==> src/rtl/vga_rect_mover.sv <==
// vga_rect_mover
//   Moves a rectangle origin once per video frame. It watches the raster row
//   to find the start of vertical blanking, and computes the next origin there.
//   The rectangle bounces between the screen edges. A switch selects the speed
//   and another switch pauses the motion. New coordinates are committed only
//   during blanking, so the renderer never sees the rectangle jump mid-frame.
//
// Ports
//   clk          pixel clock, rising edge
//   rst_n        asynchronous active-low reset
//   pos_h        raster column (not needed for frame timing)
//   pos_v        raster row, 0 = top line
//   SW0, SW1     speed select, asynchronous; step = {SW1,SW0} + 1
//   SW2          pause (1 = hold position), asynchronous
//   x_left       rectangle left edge
//   y_bottom     rectangle bottom edge (0 = bottom)
//   dir_x        1 = moving right, 0 = moving left
//   dir_y        1 = moving up, 0 = moving down
//   update_done  one-cycle pulse when new coordinates appear
//   bounce       one-cycle pulse with update_done when either axis hit an edge
module vga_rect_mover #(
  parameter int H_ACTIVE = 640,
  parameter int V_ACTIVE = 480,
  parameter int WIDTH    = 20,
  parameter int HEIGHT   = 100,
  parameter int X_INIT   = 320,
  parameter int Y_INIT   = 240
) (
  input  logic       clk,
  input  logic       rst_n,
  input  logic [9:0] pos_h,
  input  logic [9:0] pos_v,
  input  logic       SW0,
  input  logic       SW1,
  input  logic       SW2,
  output logic [9:0] x_left,
  output logic [9:0] y_bottom,
  output logic       dir_x,
  output logic       dir_y,
  output logic       update_done,
  output logic       bounce
);

  localparam logic [10:0] LIM_X = 11'(H_ACTIVE - WIDTH);
  localparam logic [10:0] LIM_Y = 11'(V_ACTIVE - HEIGHT);

  typedef enum logic [2:0] {
    S_IDLE,
    S_WAIT,
    S_CALC_X,
    S_CALC_Y,
    S_COMMIT
  } state_t;

  typedef struct packed {
    logic [9:0] pos;
    logic       dir;
    logic       hit;
  } axis_t;

  // One axis of bounce arithmetic, carried at 11 bits so that pos + step
  // cannot wrap before it is compared with the limit. Under hold, the
  // position and direction pass through and the edge tests are skipped.
  function automatic axis_t axis_next(input logic [9:0]  pos,
                                      input logic        dir,
                                      input logic [2:0]  step,
                                      input logic [10:0] lim,
                                      input logic        hold);
    axis_t       r;
    logic [10:0] n;
    r.pos = pos;
    r.dir = dir;
    r.hit = 1'b0;
    n     = {1'b0, pos} + {8'd0, step};
    if (!hold) begin
      if (dir) begin
        if (n >= lim) begin
          r.pos = lim[9:0];
          r.dir = 1'b0;
          r.hit = 1'b1;
        end else begin
          r.pos = n[9:0];
        end
      end else begin
        if ({1'b0, pos} <= {8'd0, step}) begin
          r.pos = 10'd0;
          r.dir = 1'b1;
          r.hit = 1'b1;
        end else begin
          r.pos = pos - {7'd0, step};
        end
      end
    end
    return r;
  endfunction

  state_t     state_q;
  logic [2:0] sw_meta_q, sw_sync_q;
  logic       in_vb_q, in_vb_prev_q;
  logic       tick;
  logic [9:0] x_left_q, y_bottom_q;
  logic       dir_x_q, dir_y_q;
  logic       update_done_q, bounce_q;
  logic [9:0] x_sh_q, y_sh_q;
  logic       dx_sh_q, dy_sh_q, bnc_sh_q;
  logic [2:0] step_q;
  logic       hold_q;
  logic [2:0] step_d;
  axis_t      x_calc_d, y_calc_d;
  logic       unused_pos_h;

  assign unused_pos_h = ^pos_h;

  // Two-flop synchronizers for the switches: {SW2, SW1, SW0}.
  always_ff @(posedge clk or negedge rst_n) begin
    if (!rst_n) begin
      sw_meta_q <= 3'b000;
      sw_sync_q <= 3'b000;
    end else begin
      sw_meta_q <= {SW2, SW1, SW0};
      sw_sync_q <= sw_meta_q;
    end
  end

  // Rising edge of the registered blanking flag gives one tick per frame.
  // The wrap from the last blank line back to row 0 is a falling edge, so it
  // never produces a tick.
  always_ff @(posedge clk or negedge rst_n) begin
    if (!rst_n) begin
      in_vb_q      <= 1'b0;
      in_vb_prev_q <= 1'b0;
    end else begin
      in_vb_q      <= ({1'b0, pos_v} >= 11'(V_ACTIVE));
      in_vb_prev_q <= in_vb_q;
    end
  end

  assign tick = in_vb_q & ~in_vb_prev_q;

  // The step and pause switches are read live in CALC_X. They are latched in
  // CALC_X so that CALC_Y applies the same setting to the y axis.
  always_comb begin
    step_d   = {1'b0, sw_sync_q[1:0]} + 3'd1;
    x_calc_d = axis_next(x_left_q, dir_x_q, step_d, LIM_X, sw_sync_q[2]);
    y_calc_d = axis_next(y_bottom_q, dir_y_q, step_q, LIM_Y, hold_q);
  end

  always_ff @(posedge clk or negedge rst_n) begin
    if (!rst_n) begin
      state_q       <= S_IDLE;
      x_left_q      <= 10'(X_INIT);
      y_bottom_q    <= 10'(Y_INIT);
      dir_x_q       <= 1'b1;
      dir_y_q       <= 1'b1;
      update_done_q <= 1'b0;
      bounce_q      <= 1'b0;
      x_sh_q        <= 10'd0;
      y_sh_q        <= 10'd0;
      dx_sh_q       <= 1'b0;
      dy_sh_q       <= 1'b0;
      bnc_sh_q      <= 1'b0;
      step_q        <= 3'd0;
      hold_q        <= 1'b0;
    end else begin
      update_done_q <= 1'b0;
      bounce_q      <= 1'b0;
      case (state_q)
        // The first tick after reset may close a partial frame, so skip it.
        S_IDLE: if (tick) state_q <= S_WAIT;
        S_WAIT: if (tick) state_q <= S_CALC_X;
        S_CALC_X: begin
          x_sh_q   <= x_calc_d.pos;
          dx_sh_q  <= x_calc_d.dir;
          bnc_sh_q <= x_calc_d.hit;
          step_q   <= step_d;
          hold_q   <= sw_sync_q[2];
          state_q  <= S_CALC_Y;
        end
        S_CALC_Y: begin
          y_sh_q   <= y_calc_d.pos;
          dy_sh_q  <= y_calc_d.dir;
          bnc_sh_q <= bnc_sh_q | y_calc_d.hit;
          state_q  <= S_COMMIT;
        end
        S_COMMIT: begin
          x_left_q      <= x_sh_q;
          y_bottom_q    <= y_sh_q;
          dir_x_q       <= dx_sh_q;
          dir_y_q       <= dy_sh_q;
          update_done_q <= 1'b1;
          bounce_q      <= bnc_sh_q;
          state_q       <= S_WAIT;
        end
        default: state_q <= S_IDLE;
      endcase
    end
  end

  assign x_left      = x_left_q;
  assign y_bottom    = y_bottom_q;
  assign dir_x       = dir_x_q;
  assign dir_y       = dir_y_q;
  assign update_done = update_done_q;
  assign bounce      = bounce_q;

endmodule
==> config.mk <==
export PLATFORM = sky130hd
export DESIGN_NAME = vga_rect_mover
export DESIGN_NICKNAME = d
export VERILOG_FILES = /design/src/rtl/vga_rect_mover.sv
export SDC_FILE = /design/constraint.sdc
export NUM_CORES = 1
export LEC_CHECK = 0
export CORE_ASPECT_RATIO = 1.4
export CORE_MARGIN = 5
export CORE_UTILIZATION = 51
export CTS_BUF_LIST = sky130_fd_sc_hd__clkbuf_16
export DETAILED_ROUTE_END_ITERATION = 6
export GPL_ROUTABILITY_DRIVEN = 0
export HOLD_SLACK_MARGIN = 0.03
export PLACE_DENSITY_LB_ADDON = 0.25
export SKIP_CTS_REPAIR_TIMING = 1
export SYNTH_ARGS = -nofsm -noshare
export SYNTH_HDL_FRONTEND = slang
export SYNTH_SLANG_ARGS = --single-unit
==> constraint.sdc <==
create_clock -name clk -period 2.6 [get_ports clk]
set_input_delay 0.52 -clock clk [delete_from_list [all_inputs] [get_ports clk]]
set_output_delay 0.52 -clock clk [all_outputs]
set_load 0.02 [all_outputs]
==> After elaboration in Yosys (flattened, before gate mapping) <==
Index checks and enable logic that the tools add are counted.
{ "totals": {"regBits": 62, "input_bits": 25, "output_inout_bits": 24, "wordCells": 58} }
{ "classes": {"addsub": 5, "n_lt_le_gt_ge": 5, "eq_ne": 6, "muxes": 18, "bitwise": 3, "n_reduce_logical": 3} }
{ "op_table": {"columns": ["operator", "n"], "rows": [
  ["$mux 12", 4],
  ["$mux 10", 4],
  ["$add 10x3->11", 2],
  ["$le 10x3->1", 2],
  ["$sub 10x3->10", 2],
  ["$pmux 3 s5", 1],
  ["$ge 11x10->1 const B", 1],
  ["$ge 11x9->1 const B", 1],
  ["$ge 10x9->1 const B", 1],
  ["$mux 2", 4],
  ["$eq 3x2->1 const B", 2],
  ["$mux 3", 2],
  ["$ne 2x2->1 const B", 2],
  ["$add 2x1->3 const B", 1],
  ["$eq 3x1->1 const B", 1],
  ["$eq 3x3->1 const B", 1],
  ["$logic_not 3->1", 1],
  ["$mux 1", 2],
  ["$pmux 1 s2", 1],
  ["$reduce_and 2->1", 1],
  ["$reduce_bool 2->1", 1],
  ["$and 1x1->1", 1],
  ["$not 1->1", 1],
  ["$or 1x1->1", 1]
]} }

==> Longest topological paths before layout <==
Gate-level depths: netlist of the first run.
{ "logic_depth": {"ltp_word": 7, "depth_mapped": 10, "depth_no_buf": 10} }

==> Least setup slack after synthesis of the first run <==
No wires, ideal clock.
{ "synth_path": {"path_kind": "reg-to-reg", "from": "reg y_bottom_q[0], in the netlist y_bottom[0]", "to": "reg dy_sh_q", "setup_time_ps": 124, "arrival_ps": 2575, "required_time_ps": 2476, "slack_ps": -99, "path_stages_with_launch": 9, "path_buffers": 0, "period_less_slack_ps": 2699, "path_cell_list": "dfrtp_1 > ha_1 > fa_1 > nor2b_1 > o21ai_0 > xor2_1 > o311ai_1 > nand2_1 > o31a_1"} }
{ "synth_between": {"elab_chain_len": 5, "word_cells_on_any_way": 7, "classes_between": "1 x add/sub; 2 x order compare; 4 x mux"} }
{ "synth_rtl": {"columns": ["item", "line", "text"], "rows": [
  ["from (decl)", "101", "logic [9:0] x_left_q, y_bottom_q;"],
  ["from (signal assigned)", "152", "y_bottom_q <= 10'(Y_INIT);"],
  ["from (signal assigned)", "187", "y_bottom_q <= y_sh_q;"],
  ["$add 10x3->11", "74", "n = {1'b0, pos} + {8'd0, step};"],
  ["$ge 11x9->1", "77", "if (n >= lim) begin"],
  ["$mux 2", "77", null],
  ["$mux 12 (*)", "76", "if (dir) begin"],
  ["$mux 12 (*)", "75", "if (!hold) begin"],
  ["to (signal assigned)", "181", "dy_sh_q <= y_calc_d.dir;"],
  ["to (decl)", "105", "logic dx_sh_q, dy_sh_q, bnc_sh_q;"]
]} }
Mark *: on every way between the ends. The rest lies on a longest branch, timed or not.
A chain may end at the register's enable or synchronous reset.

==> Worst setup path in the final report of the first run <==
{ "layout_path": {"from": "reg sw_sync_q[0]", "to": "reg x_sh_q[0]"} }
{ "layout_between": {"elab_chain_len": 6, "word_cells_on_any_way": 9, "classes_between": "3 x add/sub; 2 x order compare; 4 x mux"} }
{ "layout_rtl": {"columns": ["item", "line", "text"], "rows": [
  ["from (decl)", "98", "logic [2:0] sw_meta_q, sw_sync_q;"],
  ["from (signal assigned)", "121", "sw_sync_q <= sw_meta_q;"],
  ["$add 2x1->3 (*)", "143", "step_d = {1'b0, sw_sync_q[1:0]} + 3'd1;"],
  ["net step_d[1]", "108", "logic [2:0] step_d;"],
  ["$add 10x3->11", "74", null],
  ["$ge 11x10->1", "77", null],
  ["$mux 10", "77", null],
  ["$mux 12 (*)", "76", null],
  ["$mux 12 (*)", "75", null],
  ["to (signal assigned)", "172", "x_sh_q <= x_calc_d.pos;"],
  ["to (decl)", "104", "logic [9:0] x_sh_q, y_sh_q;"]
]} }
The timed path passes the listed nets; every way through them passes the cells marked *.

==> results of run 1 <==
[final cells by class]
type / count / area (um^2) / share of cell area
Clock buffer: 9 / 225 / 0.0432
Clock inverter: 7 / 57.6 / 0.0110
Inverter: 24 / 90.1 / 0.0173
Multi-Input combinational cell: 335 / 2400 / 0.460
Sequential cell: 62 / 1560 / 0.300
Tap cell: 100 / 125 / 0.0240
Timing Repair Buffer: 90 / 757 / 0.145
[worst max-delay path, delay by kind of cell (launching register included)]
kind / cells / cell delay, ns
compound gates: 5 / 0.85
buf+inv: 2 / 0.19
flops: 1 / 0.42
simple gates: 1 / 0.34
fa+ha+maj: 2 / 0.66
[path summary, 6_finish.rpt]
path / to / slack [ns] / cells after the start
worst min register to register: sw_sync_q[2]$_DFF_PN0_ / 0.35 / 0
worst max register to register: x_sh_q[0]$_DFFE_PN0P_ / 0.04 / 10
worst min-delay path: state_q[1]$_DFFE_PN0P_ / 0.19 / 1
min in group clk: sw_sync_q[2]$_DFF_PN0_ / 0.35 / 0
worst max-delay path: x_sh_q[0]$_DFFE_PN0P_ / 0.04 / 10
max in group asynchronous: dir_x$_DFFE_PN1P_ / 1.65 / 2
[kinds of logic after synthesis]
kind of cell,synth area share
compound gates,0.250
xor+xnor,0.0240
fa+ha+maj,0.0629
buf+inv,0.0526
flops,0.389
mux,0.0408
simple gates,0.180
[stage by stage]
step	worst slack, ns	cell area [um^2]	TNS [ns]	power [uW]
after floorplan	0.0227	4020	0	4020
after global placement	-0.0705	4750	-0.505	5360
after detailed placement	-0.142	4750	-1.14	5460
after CTS	-0.151	5030	-1.63	6660
after global routing	-0.0285	5220	-0.153	7360
final	0.0376	5220	0	6910
[registers in the layout, summed over array words and instances (netlist names), 3 cells and up]
register / count
x_left: 10
x_sh_q: 10
y_bottom: 10
y_sh_q: 10
state_q: 3
step_q: 3
sw_meta_q: 3
sw_sync_q: 3
[power by group]
group / switching, uW / internal [uW]
clock network: 418 / 725
logic: 2150 / 1840
registers: 414 / 1370
total: 2980 / 3930
[routing by layer]
layer	track usage	part of all wire
met5	0	0
met3	0.0437	0.048
met1	0.255	0.38
met4	0.147	0.046
met2	0.428	0.53
[cells in the final DEF (no fill, tap or decap), types with 8 or more instances in the layout]
cell type,instances
and3_1,8
o21ai_0,35
nand3_1,12
nor2_1,25
nand2_1,47
inv_1,22
mux2_2,11
a31oi_1,9
clkdlybuf4s50_1,32
nor3_1,11
dfrtp_1,53
ha_1,8
xnor2_1,8
buf_4,56
dfstp_2,8
a21oi_1,28
clkbuf_16,9
==> metrics, run 1 <==
status finished, final reports clean; max-slew violations 0; number of antenna repair diodes 0; Max-slew headroom 0.549; vias in the first global route 3,850; area grow syn2layout 29.9%; crit path DAT 2.80 ns; top_reg_cell synth dfrtp_1; Synth area leader dfrtp_1; H-tree depth 3; DRT Pass-1 Iters 5; number of synthesized flops with an enable pin 0; period utilization 0.986; worst setup path startpoint sw_sync_q[0]$_DFF_PN0_; die width 85 um; via count 3,862; final setup violation count 0; RR Startpoint sw_sync_q[0]$_DFF_PN0_; Synth Register Bits 62; Die H 115 um; crit-path max cell delay 0.42 ns; routed len/inst 18.5 um; worst hold slack 0.194 ns; Post-synth ARST share 1.00; Antenna Nets Post-Route 0; Post-Place Cells 606; instance count of the mapped netlist 448; # IOs 49; DR iter-0 viols 239; placement row count 38; total of max-cap violations 0; Finished Layout Cells 627; Cell Pwr Density 1330 nW/um^2; Req. time, crit path 2.83 ns; leakage 0.00222 uW; unrepaired setup endpoints after global routing yes; Hold/Removal Path Class in2async; startpoint types flop; post-synth top area share 0.336; largest net degree at the start of global routing 36; crit path max-delay cell type dfrtp_1; syn_nets 490; Fillers 615; Routed WL 11.6 mm; final core utilization 0.677; post-synthesis cell type count 72; Initial Utilization 0.521; Critical Path, Cell by Cell ha_4 > inv_2 > fa_2 > o21ba_2 > or3_4 > o311ai_2 > o211a_1 > a211oi_2 > buf_4 > o31ai_1; Slew @ Worst Pin 0.676 ns; worst vdd ir 0.629 mV; Tmin final 2.56 ns; crit end category flop; Placeable Area 7700 um^2; clock root cell clkbuf_16; GR Overflow Total 0; top post-synthesis cells by count 54 x dfrtp_1, 48 x nand2_1, 38 x o21ai_0, 30 x a21oi_1, 25 x nor2_1; worst skew pair latency 0.33 ns; DRC violations left 0; achievable frequency 390 MHz; CTS tree yes; gr usage total 0.238; Final Hold Fails 0; antenna violations before repair 0; yosys warns 0; CTS Sinks 62; cell area after synthesis 4020 um^2; mean post-synth cell area 8.97 um^2; first-pass GRT wire length 18.4 mm; Clock Skew 0.00623 ns; layout cell share with drive strength beyond 1 0.252; IO Port Bufs 33; sequential area share after synthesis 0.389; Num CTS Buffers 9; critical path class reg2reg; clock buffer depth 2; DP HPWL 7.91 mm; most frequent cell after synthesis dfrtp_1; Via density 6.16; Layout Nets 564; Die ar. 9780 um^2; CTS clk-pin slew, worst paths 0.05 ns; ranking of synthesized cells by area dfrtp_1 34%, dfstp_2 5.2%, o21ai_0 4.7%; Critical Path Fanout Max 3
(Power assumes the default switching activity.)
==> inputs of run 2 (changes only) <==
Settings changed: CORE_UTILIZATION 51 to 24.
==> run 2 against run 1 <==
Net effect: combinational power up 15%; power up 9.4%; critical path depth unchanged; critical path type unchanged.
==> metrics, run 2 (synthesis gave the netlist of run 1 again) <==
worst r2r dst y_sh_q[2]$_DFFE_PN0P_; placement row count 56 (+47%); critical path class reg2reg; RR Startpoint y_bottom[1]$_DFFE_PN0P_; # IOs 49 (unchanged); crit path to y_sh_q[2]$_DFFE_PN0P_; Die H 163 um (+42%); period utilization 0.987 (+0.00148); setup ws final 0.0337 ns (-0.00386 ns); clock buffer depth 2 (unchanged); Num CTS Buffers 9 (unchanged); max-slew violations 0 (unchanged); Crit. path cell count 10 (unchanged); Layout Nets 588 (+4.3%); crit-path max cell delay 0.44 ns (+0.02 ns); fin area 5760 um^2 (+10%); Final Hold Fails 0 (unchanged); worst setup path startpoint y_bottom[1]$_DFFE_PN0P_; Finished Layout Cells 754 (+20%); DRC violations left 0 (unchanged); Clock Skew 0.00666 ns (+0.000433 ns); GR Overflow Total 0 (unchanged); Switching Power 3280 uW (+10%); layout cell share with drive strength beyond 1 0.332 (+0.0798); placed cell areas 5050 um^2 (+6.3%); DRT Pass-1 Iters 5 (unchanged); FF-to-FF path depth 10 (unchanged); gr usage total 0.135 (-0.103); routed len/inst 17.6 um (-4.5%); CP dominant cell by count buf_4; unrepaired setup endpoints after global routing yes; Req. time, crit path 2.82 ns (about the same); Pint 4280 uW (+8.9%); Routed WL 13.3 mm (+15%); achievable frequency 390 MHz (-0.15%); reg-to-reg slack, setup 0.03 ns (about the same); Tmin final 2.57 ns (+0.00386 ns); die width 119 um (+40%); Fillers 1,690 (+170%); Comb pwr share 0.606 (+0.029); crit path max-delay cell type dfrtp_2; clock root cell clkbuf_16; Net Sw Frac 0.434 (+0.00259); first-pass GRT wire length 20.7 mm (+13%); area grow syn2layout 43.4%; worst path bufs/invs 3 (+1); CTS Sinks 62 (unchanged); commonest non-fill, non-tap cell in the layout buf_4; Post-Place Cells 730 (+20%); clock network fraction of design power 0.158 (-0.007); crit end category flop; Placeable Area 16,600 um^2 (+120%); Via density 5.19 (-16%); Slew @ Worst Pin 0.531 ns (-0.145 ns); antenna violations before repair 0 (unchanged); leakage 0.00238 uW (+7.5%); IO Port Bufs 33 (unchanged); number of antenna repair diodes 0 (unchanged); DR iter-0 viols 240 (+0.42%); Initial Utilization 0.242 (-0.280); most frequent cells in the layout 78 x buf_4, 52 x dfrtp_1, 46 x nand2_1; Tot Pwr 7560 uW (+9.4%); pre-CTS WS -0.101 ns (+0.0410 ns); Die ar. 19,500 um^2 (+99%); worst skew pair latency 0.33 ns (about the same); worst vdd ir 0.431 mV (-31%); via count 3,913 (+1.3%); total of max-cap violations 0 (unchanged); worst hold slack 0.187 ns (-0.00699 ns); Critical Path Fanout Max 3 (unchanged); crit path DAT 2.79 ns (about the same); Hold/Removal Path Class in2async; H-tree depth 3 (unchanged); largest net degree at the start of global routing 63 (+75%); vias in the first global route 3,945 (+2.5%); CTS tree yes; status finished, final reports clean; startpoint types flop; Flop pwr share 0.236 (-0.022); DP HPWL 9.26 mm (+17%); Antenna Nets Post-Route 0 (unchanged); Cell Pwr Density 1310 nW/um^2 (-0.90%); Top delay family on crit path compound AO/OA/AOI/OAI gates; CTS clk-pin slew, worst paths 0.06 ns (about the same); final setup violation count 0 (unchanged); Max-slew headroom 0.645 (+0.0955); Critical Path, Cell by Cell ha_4 > nor3b_1 > buf_4 > or3_4 > xnor2_2 > o311ai_4 > buf_4 > buf_4 > a21oi_1 > o31ai_1
run 2: changes by cell type in the layout (fill, tap and decap cells not counted), moves of 4 or more:
cell	delta
ha_4	+4
a21oi_2	+5
ha_1	-4
a21oi_1	-4
buf_4	+22
run 2: per-stage QoR:
| stage | utilization | setup TNS [ns] |
|---|---|---|
| final | 0.347 | 0 |
| after CTS | 0.321 | -1.29 |
| after global routing | 0.347 | -0.166 |
| after global placement | 0.304 | -0.607 |
| after detailed placement | 0.304 | -0.870 |
| after floorplan | - | 0 |
run 2: worst min-delay path by stage:
| stage | from | end | slack [ns] | cells after the start |
|---|---|---|---|---|
| finish | rst_n | y_sh_q[8]$_DFFE_PN0P_ | 0.19 | 2 |
| global route | rst_n | y_bottom[8]$_DFFE_PN0P_ | 0.21 | 2 |
| CTS | rst_n | y_bottom[0]$_DFFE_PN0P_ | 0.21 | 2 |
| detailed placement | sw_meta_q[2]$_DFF_PN0_ | sw_sync_q[2]$_DFF_PN0_ | 0.34 | 0 |
| global placement | sw_meta_q[2]$_DFF_PN0_ | sw_sync_q[2]$_DFF_PN0_ | 0.33 | 0 |
| floorplan | rst_n | bnc_sh_q$_DFFE_PN0P_ | 0.22 | 0 |
run 2: per-layer routing:
| layer | global-route usage | wire (um) | up-vias |
|---|---|---|---|
| met5 | 0 | 0 | - |
| met4 | 0.0625 | 461 | 0 |
| met3 | 0.0246 | 424 | 34 |
| met2 | 0.249 | 7190 | 94 |
| met1 | 0.149 | 5220 | 1948 |
| li1 | - | - | 1837 |
run 2: power groups by stage:
stage          Sequential [uW]  Clock, uW  Combinational (uW)
2_1_floorplan             1770          0                2260
4_1_cts                   1750       1220                4080
6_report                  1790       1190                4590
3_5_place_dp              1760          0                4060
5_1_grt                   1850       1270                4970
3_3_place_gp              1750          0                4020
run 2: cell type report:
cell class / instances / area [um^2] / share of cell area
multi-input cells: 335 / 2610 / 0.454
flip-flops and latches: 62 / 1560 / 0.272
repair buffers: 114 / 953 / 0.166
well taps: 203 / 254 / 0.0441
clock buffers: 9 / 225 / 0.0391
inverters: 24 / 92.6 / 0.0161
clock inverters: 7 / 57.6 / 0.00999
